$ cat src/rtl/matmul_serial_core.sv
// N x N matrix multiplier C = A x B: elements stream in, one MAC per cycle, results stream out.
// A, B and C live in register banks; all ports are registered.
module matmul_serial_core #(
  parameter int unsigned N      = 3,
  parameter int unsigned W      = 8,
  parameter bit          SIGNED = 1'b0,
  localparam int unsigned ACC_W = 2 * W + $clog2(N)
) (
  input  logic             clk,
  input  logic             rst_n,
  input  logic             start,
  input  logic             clear,
  input  logic             in_valid,
  input  logic [W-1:0]     in_data,
  output logic             in_ready,
  output logic             out_valid,
  output logic [ACC_W-1:0] out_data,
  input  logic             out_ready,
  output logic             busy,
  output logic             done
);

  localparam int unsigned NN   = N * N;
  localparam int unsigned NN_W = $clog2(NN);
  localparam int unsigned LD_W = $clog2(2 * NN);
  localparam int unsigned I_W  = $clog2(N);

  typedef enum logic [2:0] {S_IDLE, S_LOAD, S_COMPUTE, S_OUTPUT, S_DONE} state_e;

  state_e state_q, state_d;

  logic [LD_W-1:0]  ld_idx_q, ld_idx_d;
  logic [I_W-1:0]   ci_q, ci_d, cj_q, cj_d, ck_q, ck_d;
  logic [NN_W-1:0]  out_idx_q, out_idx_d;
  logic [W-1:0]     a_q [NN];
  logic [W-1:0]     a_d [NN];
  logic [W-1:0]     b_q [NN];
  logic [W-1:0]     b_d [NN];
  logic [ACC_W-1:0] c_q [NN];
  logic [ACC_W-1:0] c_d [NN];
  logic [ACC_W-1:0] acc_q, acc_d;
  logic             in_ready_q, in_ready_d;
  logic             out_valid_q, out_valid_d;
  logic [ACC_W-1:0] out_data_q, out_data_d;
  logic             busy_q, busy_d;
  logic             done_q, done_d;

  logic             accept_c, out_fire_c, ld_last_c, mac_last_c, out_last_c;
  logic [NN_W-1:0]  a_addr_c, b_addr_c, c_addr_c;
  logic [ACC_W-1:0] prod_c;

  // Operand extension to the accumulator width; low ACC_W bits of the product are exact either way.
  function automatic logic [ACC_W-1:0] ext(input logic [W-1:0] x);
    if (SIGNED) return {{(ACC_W - W){x[W-1]}}, x};
    else        return {{(ACC_W - W){1'b0}}, x};
  endfunction

  assign accept_c   = in_valid & in_ready_q;
  assign out_fire_c = out_valid_q & out_ready;
  assign ld_last_c  = (ld_idx_q == LD_W'(2 * NN - 1));
  assign mac_last_c = (ci_q == I_W'(N - 1)) && (cj_q == I_W'(N - 1)) && (ck_q == I_W'(N - 1));
  assign out_last_c = (out_idx_q == NN_W'(NN - 1));
  assign a_addr_c   = NN_W'(ci_q) * NN_W'(N) + NN_W'(ck_q);
  assign b_addr_c   = NN_W'(ck_q) * NN_W'(N) + NN_W'(cj_q);
  assign c_addr_c   = NN_W'(ci_q) * NN_W'(N) + NN_W'(cj_q);
  assign prod_c     = ext(a_q[a_addr_c]) * ext(b_q[b_addr_c]);

  always_ff @(posedge clk or negedge rst_n) begin
    if (!rst_n) state_q <= S_IDLE;
    else        state_q <= state_d;
  end

  always_comb begin
    state_d = state_q;
    if (clear) begin
      state_d = S_IDLE;
    end else begin
      case (state_q)
        S_IDLE:    if (start) state_d = S_LOAD;
        S_LOAD:    if (accept_c && ld_last_c) state_d = S_COMPUTE;
        S_COMPUTE: if (mac_last_c) state_d = S_OUTPUT;
        S_OUTPUT:  if (out_fire_c && out_last_c) state_d = S_DONE;
        S_DONE:    state_d = S_IDLE;
        default:   state_d = S_IDLE;
      endcase
    end
  end

  always_comb begin
    ld_idx_d  = ld_idx_q;
    ci_d      = ci_q;
    cj_d      = cj_q;
    ck_d      = ck_q;
    out_idx_d = out_idx_q;
    a_d       = a_q;
    b_d       = b_q;
    c_d       = c_q;
    acc_d     = acc_q;
    if (clear) begin
      ld_idx_d  = '0;
      ci_d      = '0;
      cj_d      = '0;
      ck_d      = '0;
      out_idx_d = '0;
    end else begin
      case (state_q)
        S_IDLE: ld_idx_d = '0;
        S_LOAD: begin
          if (accept_c) begin
            if (ld_idx_q < LD_W'(NN)) a_d[NN_W'(ld_idx_q)] = in_data;
            else                      b_d[NN_W'(ld_idx_q - LD_W'(NN))] = in_data;
            ld_idx_d = ld_last_c ? '0 : ld_idx_q + LD_W'(1);
          end
        end
        S_COMPUTE: begin
          acc_d = (ck_q == '0) ? prod_c : acc_q + prod_c;
          if (ck_q == I_W'(N - 1)) begin
            c_d[c_addr_c] = acc_d;
            ck_d = '0;
            if (cj_q == I_W'(N - 1)) begin
              cj_d = '0;
              ci_d = (ci_q == I_W'(N - 1)) ? '0 : ci_q + I_W'(1);
            end else begin
              cj_d = cj_q + I_W'(1);
            end
          end else begin
            ck_d = ck_q + I_W'(1);
          end
        end
        S_OUTPUT: if (out_fire_c) out_idx_d = out_last_c ? '0 : out_idx_q + NN_W'(1);
        default: ;
      endcase
    end
    // Port flops follow the next state so they line up with the state they describe.
    in_ready_d  = (state_d == S_LOAD);
    out_valid_d = (state_d == S_OUTPUT);
    busy_d      = (state_d != S_IDLE);
    done_d      = (state_d == S_DONE);
    out_data_d  = (state_d == S_OUTPUT) ? c_q[out_idx_d] : '0;
  end

  always_ff @(posedge clk or negedge rst_n) begin
    if (!rst_n) begin
      ld_idx_q    <= '0;
      ci_q        <= '0;
      cj_q        <= '0;
      ck_q        <= '0;
      out_idx_q   <= '0;
      acc_q       <= '0;
      in_ready_q  <= 1'b0;
      out_valid_q <= 1'b0;
      out_data_q  <= '0;
      busy_q      <= 1'b0;
      done_q      <= 1'b0;
      for (int i = 0; i < int'(NN); i++) begin
        a_q[i] <= '0;
        b_q[i] <= '0;
        c_q[i] <= '0;
      end
    end else begin
      ld_idx_q    <= ld_idx_d;
      ci_q        <= ci_d;
      cj_q        <= cj_d;
      ck_q        <= ck_d;
      out_idx_q   <= out_idx_d;
      acc_q       <= acc_d;
      in_ready_q  <= in_ready_d;
      out_valid_q <= out_valid_d;
      out_data_q  <= out_data_d;
      busy_q      <= busy_d;
      done_q      <= done_d;
      a_q         <= a_d;
      b_q         <= b_d;
      c_q         <= c_d;
    end
  end

  assign in_ready  = in_ready_q;
  assign out_valid = out_valid_q;
  assign out_data  = out_data_q;
  assign busy      = busy_q;
  assign done      = done_q;

endmodule

$ cat config.mk
export PLATFORM = sky130hd
export DESIGN_NAME = matmul_serial_core
export DESIGN_NICKNAME = d
export VERILOG_FILES = /design/src/rtl/matmul_serial_core.sv
export SDC_FILE = /design/constraint.sdc
export NUM_CORES = 1
export LEC_CHECK = 0
export BUFFER_PORTS_ARGS = -buffer_cell sky130_fd_sc_hd__buf_2
export CAP_MARGIN = 10
export CORE_ASPECT_RATIO = 0.6
export CORE_MARGIN = 1.5
export CORE_UTILIZATION = 40
export DETAILED_ROUTE_END_ITERATION = 6
export PLACE_DENSITY = 0.66
export SLEW_MARGIN = 30
export SYNTH_ARGS = -nofsm -noshare
export SYNTH_HDL_FRONTEND = slang
export SYNTH_SLANG_ARGS = --single-unit
$ cat constraint.sdc
create_clock -name clk -period 24.9 [get_ports clk]
set_clock_uncertainty 0.2 [all_clocks]
set_input_delay 1.245 -clock clk [delete_from_list [all_inputs] [get_ports clk]]
set_output_delay 1.245 -clock clk [all_outputs]
set_load 0.005 [all_outputs]
==> out/summary.md <==
The tools report the number of design-rule violations left by the first detailed-router iteration as 1,601. The tools report the fill cell total of the finished layout as 4,679. Measured slew at the worst slew-check pin: 1.02 ns. The logs give 2,061 for the final net count and 88.1 mm for the global-route wire length before repair. The number of cells on the worst hold path is 2, and the H-tree level count is 2. Together, buffers and inverters on the worst path number 5. The routed design uses 22.7 mm of met2 wire.

Estimated wirelength of the detail-placed design: 38.2 mm. The startpoint identified for the worst hold timing path is c_q[73]$_DFFE_PN0P_. Summed over all cells, the static leakage comes to 0.0106 µW. The share of synthesized registers carrying an async set or reset was 1.00; the number of failing setup endpoints in the final timing report was 0. Hold is met by 0.272 ns. Data on the critical path arrives at its endpoint at 10.20 ns. Compared with the post-synthesis result, the final layout area differs by 10.5%. After global routing the overflow that remains totals 0.

After detailed routing, the average wire length per cell comes to 20.8 µm. The overall global routing resource usage was 0.213; the placer congestion estimate was 0.938. On the critical path the largest part of the delay comes from adder cells. The clock-pin slew on the worst setup and hold paths was 0.06 ns. The detail route stage leaves a number of antenna-violating nets equal to 0. Each instance of the synthesized netlist takes up on average 10.6 µm². The critical path class was register to register. CTS placed an instance of sky130_fd_sc_hd__clkbuf_16 at the clock tree root. The kind of end point of the critical path is a register.

In this run, CTS created clock tree buffers numbering 38. The number of flip-flops and latches in the synthesized netlist works out to 364. Capture instance of the worst register-to-register path: c_q[67]$_DFFE_PN0P_. For this run, the slowest stage of the critical path takes 1.19 ns. The slowest stage of the critical path is the sky130_fd_sc_hd__fa_1 cell.

For hold timing, the worst endpoint is c_q[73]$_DFFE_PN0P_. The share of the cycle needed by the critical path after routing is 0.399. The core region is 0.0508 mm².

VDD sags by at most 38.1 µV. Number of hold violations in the final report: 0. The logs give 15,400 for the via count of the first global-routing pass and 0.443 for the share of the yosys chip area belonging to registers. Setup repair after global routing left no endpoint under its margin. After clock tree synthesis, the flow added hold-fix buffers numbering 0. The first detailed-routing pass took 7 iterations. After routing the design area is 0.0227 mm².

In this run the critical register-to-register path is launched from ci_q[0]$_DFFE_PN0P_. Synthesis warning total: 0. Row generation in the floorplan step produced 64 rows. Type of origin of the critical path: a register. Using the TritonRoute via totals, the vias-per-cell ratio works out to 5.85.

The final total negative setup slack is 0 ns. The post-synthesis cell area is 0.0206 mm², and the total setup buffers inserted after CTS is 0. Synthesis instantiated 82 different standard cells from the library. The top cell types in the final layout, fill and taps aside, are 364 x sky130_fd_sc_hd__dfrtp_1, 203 x sky130_fd_sc_hd__mux2_2, 176 x sky130_fd_sc_hd__nor2_1. In the detailed route, the total length drawn on met3 is 4.68 mm. In the final layout, flip-flops and latches occupy 0.00911 mm². Entering global routing, the biggest net connects 82 pins. The clock drives 364 sinks. The total via count in the routed design is 15,500, and the initial standard-cell utilization of the core is 0.405.

The total power divided by cell area is 54.5 mW/mm², and the x dimension of the die is 296 µm. Number of nets produced by synthesis: 2,067. In this run, synthesis inferred 0 flip-flops with an integrated enable. In the final layout, the multi-input gates occupy 0.0108 mm².

The run finished with clean final reports. The maximum buffer depth of the clock tree was 3; the latest clock arrival within the worst-skew pair was 0.54 ns. The fraction of final layout cells with drive strength greater than 1 came out at 0.209.

In this run the cell area measured after placement is 0.0214 mm². The height of the die is 179 µm, and the post-cts gate resize count is 0. The routed design has 55.1 mm of wire. The tools report the I/O pin count as 36. Counting buffers and inverters, the worst setup path is 27 cells deep. Minimum setup slack among reg-to-reg paths: 14.97 ns. The cell count after synthesis came out at 1,935.

For this block, wires on met1 add up to 26.5 mm. For the required time of the critical path, the log shows 25.17 ns. Worst min-delay path class: register to register. The count of input and output buffers works out to 35. The worst-case headroom to the max-slew limit was 0.317. Along the worst path, the maximum fanout reaches 17.

The overall die area came out at 0.0529 mm². Highest routing layer actually used: met4. The prevailing post-synth register cell was sky130_fd_sc_hd__dfrtp_1. The number of cells traversed by the worst register-to-register path works out to 27. The tools report the maximum achievable frequency as 0.101 GHz. For this run, design rule violations remaining after detail routing come to 0. Number of pins with negative max-slew slack in the final report: 0.

Initial antenna violation count: 1. Counting I/O delays and the setup requirement, the final critical path takes 9.93 ns. The count of maximum capacitance violations was 0.

The most common cell after layout, fill and taps aside is sky130_fd_sc_hd__dfrtp_1. TritonCTS built the clock tree. Summing internal, switching and leakage power gives 1240 µW.
[cell type report]
type / instances / share of cell area
multi-input combinational: 1384 / 0.476
sequential: 364 / 0.401
clock inverter: 13 / 0.00677
clock buffer: 52 / 0.0477
antenna: 2 / 0.000220
inverter: 80 / 0.0132
tap: 693 / 0.0381
timing repair buffer: 61 / 0.0174
[how the worst max path moves through the flow]
| stage | slack (ns) | from | end |
|---|---|---|---|
| floorplan | 16.26 | ck_q[1]$_DFFE_PN0P_ | acc_q[13]$_DFFE_PN0P_ |
| global placement | 15.27 | ck_q[1]$_DFFE_PN0P_ | acc_q[14]$_DFFE_PN0P_ |
| detailed placement | 14.87 | ck_q[1]$_DFFE_PN0P_ | c_q[67]$_DFFE_PN0P_ |
| CTS | 14.85 | ck_q[1]$_DFFE_PN0P_ | c_q[103]$_DFFE_PN0P_ |
| global route | 14.37 | ci_q[0]$_DFFE_PN0P_ | c_q[143]$_DFFE_PN0P_ |
| finish | 14.97 | ci_q[0]$_DFFE_PN0P_ | c_q[67]$_DFFE_PN0P_ |
[sequential cells by signal (all words and copies together) (netlist names)]
name       cells
ld_idx_q       5
out_valid      1
state_q        3
ck_q           2
c_q          162
cj_q           2
out_idx_q      4
busy           1
acc_q         18
out_data      18
done           1
b_q           72
a_q           72
ci_q           2
in_ready       1
[synth_stat cells, drive strengths merged (9+ instances only)]
cell type / instances / area, µm²
dfrtp: 364 / 9110
mux2: 205 / 2310
nor2: 180 / 681
nand2: 143 / 537
a21oi: 134 / 674
o21ai: 133 / 684
inv: 78 / 293
clkbuf: 77 / 289
ha: 77 / 963
fa: 41 / 821
mux2i: 39 / 390
a211oi: 33 / 253
mux4: 32 / 721
and3: 30 / 188
buf: 30 / 150
nand3: 29 / 145
nor3: 28 / 150
a31oi: 27 / 169
a221oi: 19 / 173
nand2b: 16 / 100
nor2b: 15 / 93.8
o31ai: 15 / 118
or2: 15 / 93.8
xnor2: 15 / 131
a21o: 14 / 105
and2: 14 / 87.6
nor4b: 14 / 144
o221ai: 12 / 105
a221o: 9 / 90.1
nor4: 9 / 75.1
[kinds of logic after synthesis]
kind of cell    count (synthesis)  share of synthesized area
compound gates                438                      0.133
xor+xnor                       21                    0.00930
fa+ha+maj                     118                     0.0867
buf+inv                       187                     0.0359
flops                         364                      0.443
mux                           276                      0.166
simple gates                  531                      0.126
[per-stage QoR]
step / setup WS (ns) / instances / utilization
after floorplan: 16.26 / 1935 / -
after global placement: 15.27 / 2581 / 0.421
after detailed placement: 14.87 / 2581 / 0.422
after CTS: 14.85 / 2646 / 0.446
after global routing: 14.37 / 2648 / 0.447
final: 14.97 / 2649 / 0.447
[worst register-to-register path, delay by kind of cell, from the launching register on]
kind	cells	cell delay (ns)
buffers and inverters	5	0.38
XOR/XNOR	1	0.29
adder cells (fa/ha/maj)	8	4.36
multiplexers	3	1.05
flip-flops	1	0.47
AND/OR/NAND/NOR	4	0.82
AO/OA/AOI/OAI	6	2.31
[metal layers]
layer  vias up  global-route usage
met5         -                   0
met4         0              0.0494
met3        97              0.0511
met2       577               0.308
met1      7875               0.321
li1       6953                   -
[power by group]
part           internal (µW)  switching (µW)
registers                598            4.37
clock network            336             244
logic                   18.2            37.6
total                    953             286
Power figures use the tool's default switching activity.
